$ cat config.mk
export PLATFORM = sky130hd
export DESIGN_NAME = se_mixer_arbiter
export DESIGN_NICKNAME = d
export VERILOG_FILES = /design/src/rtl/se_mixer_arbiter.sv
export SDC_FILE = /design/constraint.sdc
export NUM_CORES = 1
export LEC_CHECK = 0
export CORE_ASPECT_RATIO = 2
export CORE_MARGIN = 3
export CORE_UTILIZATION = 52
export CTS_CLUSTER_SIZE = 25
export DETAILED_ROUTE_END_ITERATION = 6
export GPL_ROUTABILITY_DRIVEN = 0
export PLACE_DENSITY_LB_ADDON = 0.25
export SETUP_SLACK_MARGIN = 0.4
export SLEW_MARGIN = 40
export SYNTH_ARGS = -nofsm -noshare
export SYNTH_HDL_FRONTEND = slang
export SYNTH_SLANG_ARGS = --single-unit
$ cat constraint.sdc
create_clock -name iClock -period 4.8 [get_ports iClock]
set_clock_uncertainty 0.05 [all_clocks]
set_input_delay 0.72 -clock iClock [delete_from_list [all_inputs] [get_ports iClock]]
set_output_delay 0.72 -clock iClock [all_outputs]
set_load 0.02 [all_outputs]
$ cat src/rtl/se_mixer_arbiter.sv
// Fixed-priority sound-effect arbiter with inter-effect gap and phase-accumulator square wave.
// Define SE_MIXER_PREEMPT_EN to let a higher-priority request take over a playing effect.
module se_mixer_arbiter #(
    parameter int unsigned NUM_SRC     = 4,
    parameter int unsigned GAP_CYCLES  = 5000,
    parameter int unsigned PHASE_SCALE = 86
) (
    input  logic                   iClock,
    input  logic                   iResetN,
    input  logic [NUM_SRC-1:0]     iEnable,
    input  logic [16*NUM_SRC-1:0]  iFreq,
    input  logic                   iMute,
    output logic [NUM_SRC-1:0]     oGrant,
    output logic                   oEnable,
    output logic [15:0]            oFreq,
    output logic                   oWave
);

    typedef enum logic [1:0] {IDLE, PLAY, GAP} state_t;

    localparam int unsigned CW        = (GAP_CYCLES > 1) ? $clog2(GAP_CYCLES) : 1;
    localparam int unsigned GAP_LOAD  = (GAP_CYCLES > 0) ? GAP_CYCLES - 1 : 0;
    localparam logic [31:0] PHASE_INC = 32'(PHASE_SCALE);

    state_t          state_q, state_n;
    logic [2:0]      owner_q, owner_n;
    logic [NUM_SRC-1:0] grant_n;
    logic [15:0]     freq_q, freq_n;
    logic [31:0]     acc_q, acc_n;
    logic            wave_q, wave_n;
    logic [CW-1:0]   cnt_q, cnt_n;
    logic            any_req, own_en, start;
    logic [2:0]      first;

    function automatic logic [2:0] first_set(input logic [NUM_SRC-1:0] v);
        logic [2:0] idx;
        idx = '0;
        for (int unsigned i = NUM_SRC; i > 0; i--) begin
            if (v[i-1]) idx = 3'(i - 1);
        end
        return idx;
    endfunction

    function automatic logic [NUM_SRC-1:0] onehot(input logic [2:0] idx);
        logic [NUM_SRC-1:0] oh;
        oh = '0;
        for (int unsigned i = 0; i < NUM_SRC; i++) begin
            oh[i] = (idx == 3'(i));
        end
        return oh;
    endfunction

    function automatic logic [15:0] sel_freq(input logic [2:0] idx,
                                             input logic [16*NUM_SRC-1:0] f);
        logic [15:0] r;
        r = '0;
        for (int unsigned i = 0; i < NUM_SRC; i++) begin
            if (idx == 3'(i)) r = f[16*i +: 16];
        end
        return r;
    endfunction

    assign any_req = |iEnable;
    assign own_en  = |(iEnable & oGrant);
    assign first   = first_set(iEnable);

    always_comb begin
        state_n = state_q;
        owner_n = owner_q;
        grant_n = oGrant;
        freq_n  = freq_q;
        acc_n   = acc_q;
        wave_n  = wave_q;
        cnt_n   = cnt_q;
        start   = 1'b0;

        case (state_q)
            IDLE: begin
                if (any_req) start = 1'b1;
            end
            PLAY: begin
                if (!own_en) begin
                    // owner release takes precedence over any simultaneous higher-priority request
                    state_n = (GAP_CYCLES > 0) ? GAP : IDLE;
                    cnt_n   = CW'(GAP_LOAD);
                    owner_n = '0;
                    grant_n = '0;
                    freq_n  = '0;
                    acc_n   = '0;
                    wave_n  = 1'b0;
                end else begin
                    acc_n  = acc_q + 32'(freq_q) * PHASE_INC;
                    wave_n = (freq_q != '0) && acc_q[31];
                    freq_n = sel_freq(owner_q, iFreq);
`ifdef SE_MIXER_PREEMPT_EN
                    if (first < owner_q) begin
                        owner_n = first;
                        grant_n = onehot(first);
                        freq_n  = sel_freq(first, iFreq);
                    end
`endif
                end
            end
            GAP: begin
                // the last gap cycle arbitrates directly so the gap is exactly GAP_CYCLES long
                if (cnt_q == '0) begin
                    if (any_req) start = 1'b1;
                    else         state_n = IDLE;
                end else begin
                    cnt_n = cnt_q - 1'b1;
                end
            end
            default: state_n = IDLE;
        endcase

        if (start) begin
            state_n = PLAY;
            owner_n = first;
            grant_n = onehot(first);
            freq_n  = sel_freq(first, iFreq);
            acc_n   = '0;
            wave_n  = 1'b0;
        end
    end

    always_ff @(posedge iClock) begin
        if (!iResetN) begin
            state_q <= IDLE;
            owner_q <= '0;
            freq_q  <= '0;
            acc_q   <= '0;
            wave_q  <= 1'b0;
            cnt_q   <= '0;
            oGrant  <= '0;
            oEnable <= 1'b0;
            oFreq   <= '0;
            oWave   <= 1'b0;
        end else begin
            state_q <= state_n;
            owner_q <= owner_n;
            freq_q  <= freq_n;
            acc_q   <= acc_n;
            wave_q  <= wave_n;
            cnt_q   <= cnt_n;
            oGrant  <= grant_n;
            oEnable <= (state_n == PLAY) && !iMute;
            oFreq   <= iMute ? '0 : freq_n;
            oWave   <= wave_n && !iMute;
        end
    end

endmodule

==> impl_results.md <==
- Placed insts: 1,309
- CTS max path bufs: 2
- Crit Path Category: reg -> reg
- Post-synthesis mux area share: 5.21%
- Lkg Pwr: 4.90 nW
- Starting Density: 53.3%
- Netlist cell types: 66
- Area added between synthesis and finish: 47.6%
- Hold WC Path Type: reg -> reg
- Worst slew pin tran: 0.915 ns
- Overflow left after global routing: 0
- Worst hold start: wave_q
- Critical path launch point: freq_q[6]
- Clock Pin Slew Worst Setup and Hold Paths: 0.06 ns
- Global-route wire length before repair: 42,400 um
- Number of synthesized register bits: 87
- Layout cells sized above 1: 30.6%
- Final Hold Violating Endpoints: 0
- NumNets Final: 1,361
- Mapped Area: 7740 um2
- Die Ht: 179 um
- Crit path required time: 4.98 ns
- Simple-gate share of the synthesized area: 18.7%
- Syn avg cell area: 8.32 um2
- Final Worst Setup Slack: -0.596 ns
- CP startpoint kind: register
- Slew HR: 38.9%
- Post-DP HPWL: 19,700 um
- Setup TNS: -5.72 ns
- WP buf/inv: 6
- 1st-pass router iterations: 6
- WL final: 29,200 um
- R2R Setup Slk: -0.60 ns
- Total GRT Usage: 32.9%
- Sequential share of the synthesized area: 22.5%
- Cell Count, Final, Fillers Out: 1,366
- Maxcap violations: 0
- Minimum clock period after layout: 5.40 ns
- Yosys warns: 0
- Reg-to-Reg Start: freq_q[6]
- Critical path arrival: 5.58 ns
- Tot Pwr: 6.99 mW
- CTS Buf Count: 9
- IO Count: 93
- DR iter-0 viols: 499
- Core area: 14,500 um2
- Vias: 8,512
- Ant. Diodes: 0
- VDD IR max: 0.296 mV
- Root Driver: clkbuf_16
- Critical Path Sink Type: register
- WL/cell: 21.4 um
- DR DRC count: 0
- Fmax: 185 MHz
- Post-synth top flop: dfxtp_1
- Row cnt: 62
- EDFF count, synth: 0
- Die footprint: 16,500 um2
- CP max FO: 4
- Vias per cell: 6.23
- Largest family of logic cells by synthesized area: adder cells
- Status: complete, but fails checks
- Die width: 92.3 um
- Largest net degree at the start of global routing: 36
- Vias in the first global route: 9,007
- H-tree levels: 3
- Clock latency on the worst-skew pair: 0.36 ns
- # clock sinks: 87
- Async set-reset flop share out of synthesis: 0%
- Slew Viols, Final: 0
- Compound-Gate Fraction of Synth Area: 19.9%
- Post-Synth XOR/XNOR Area: 4.87%
- Failing checks: negative setup slack
- CP max stage delay: 0.52 ns
- PortBufs: 92
- RSZ-0062 raised after global routing: yes
- Syn Inst Count: 930
- Slowest library cell on the worst path: fa_2
- Setup violations, final: 18
- CP delay by family, top: adder cells
- Synthesized netlist net count: 1,122
- Tcrit/Tclk final: 112%
- TritonCTS clock tree: built
- P per Cell Area: 612 nW/um2
- Post-Synth Adder-Cell Area: 22.1%
- ANT nets after route: 0
- Initial antenna violation count: 0
[sequential cells by signal, indices dropped and copies added, names as in the netlist]
name and cells:
acc_q 31, cnt_q 13, freq_q 16, oEnable 1, oFreq 16, oGrant 4, oWave 1, owner_q 2
state_q 2, wave_q 1
[final cells by class]
class	instances	area [um2]
multi-input cells	711	6450
clock buffers	11	243
flip-flops and latches	87	1760
clock inverters	5	57.6
repair buffers	263	2300
fillers	947	3090
well taps	192	240
inverters	97	369
[stage by stage]
stage,hold WS [ns],util (%),instance area [um2],worst slack [ns]
global route,0.431,78.7,11400,-0.815
global placement,0.392,67.9,9860,-0.380
CTS,0.406,75.2,10900,-0.236
floorplan,0.379,-,7890,-0.0629
finish,0.406,78.7,11400,-0.596
detailed placement,0.398,67.9,9860,-0.498
[path summary, 6_finish.rpt]
check / cells after the start / to
max reg2reg: 25 / acc_q[29]
min reg2reg: 2 / wave_q
min: 2 / wave_q
max: 25 / acc_q[29]
[worst register-to-register path: stages (launching register included)]
cell       delay, ns
dfxtp_4         0.37
buf_4           0.15
ha_4            0.26
inv_2           0.03
fa_2            0.52
fa_1            0.43
inv_2           0.09
ha_4            0.22
a21o_1          0.16
a21o_1          0.25
o2111ai_2       0.29
a21oi_2         0.11
nor4_2          0.24
buf_4           0.17
o21a_1          0.12
nor3_2          0.05
buf_4           0.15
ha_4            0.26
and4_4          0.20
a21oi_4         0.17
a31oi_1         0.12
nor2_2          0.31
buf_6           0.19
a21oi_4         0.07
xnor2_2         0.24
nor2_1          0.07
[per-layer routing]
layer	wire (um)	vias to the layer above	global-route usage (%)
met4	2830	0	27.4
met3	1530	225	4.98
met2	16100	492	63.9
li1	-	3755	-
met1	8790	4040	28.6
met5	0	-	0
[kinds of logic after synthesis]
logic type / after synthesis
buffers and inverters: 132
AO/OA/AOI/OAI: 229
XOR/XNOR: 43
flip-flops: 87
multiplexers: 20
adder cells (fa/ha/maj): 121
AND/OR/NAND/NOR: 298
[synthesized netlist by cell type (10+ instances only)]
| master | number | area share [%] |
|---|---|---|
| a22oi_1 | 11 | 1.1 |
| ha_1 | 95 | 15 |
| xor2_1 | 16 | 1.8 |
| nand3_1 | 24 | 1.6 |
| o21ai_0 | 42 | 2.7 |
| xnor2_1 | 27 | 3.1 |
| nor2b_1 | 40 | 3.2 |
| a21oi_1 | 63 | 4.1 |
| mux4_2 | 16 | 4.7 |
| dfxtp_1 | 87 | 23 |
| nor3_1 | 13 | 0.84 |
| inv_1 | 97 | 4.7 |
| nand2_1 | 95 | 4.6 |
| fa_1 | 26 | 6.7 |
| o21a_1 | 12 | 1.2 |
| clkbuf_1 | 26 | 1.3 |
| nor2_1 | 67 | 3.3 |
| o211a_1 | 10 | 1.3 |
| o22ai_1 | 21 | 1.7 |
[cell usage in the layout, fill, tap and decap left out, drive strengths merged, types with 5 or more instances in the layout]
cell type	synthesis	layout
clkdlybuf4s50	0	92
a21o	9	9
xor2	16	16
ha	95	95
nor3	13	13
a21boi	5	5
and3	9	9
nor4	7	7
xnor2	27	27
nor2	67	67
nor3b	6	6
a21oi	63	63
nand4	9	9
clkbuf	26	11
o211a	10	10
a31oi	5	5
o21a	12	12
o22ai	21	21
a221oi	9	9
o21bai	5	5
nand2	95	95
dfxtp	87	87
fa	26	26
nor2b	40	40
buf	9	171
a22oi	11	11
inv	97	98
nand3	24	24
mux4	16	16
nand2b	6	6
a311oi	10	10
o21ai	42	42
or3	5	5
[repair_timing]
action,4_1_cts,5_1_grt
resized for setup,130,79
setup endpoints to repair,21,24
hold buffers,0,0
pin swaps,89,78
buffers inserted,28,13
[report_power, final]
part	total, mW	switching [mW]	internal [mW]
logic	5.40	2.79	2.61
registers	0.860	0.0673	0.792
clock network	0.735	0.316	0.419
total	6.99	3.18	3.82
Note: power is estimated with default switching activity, not from simulation.
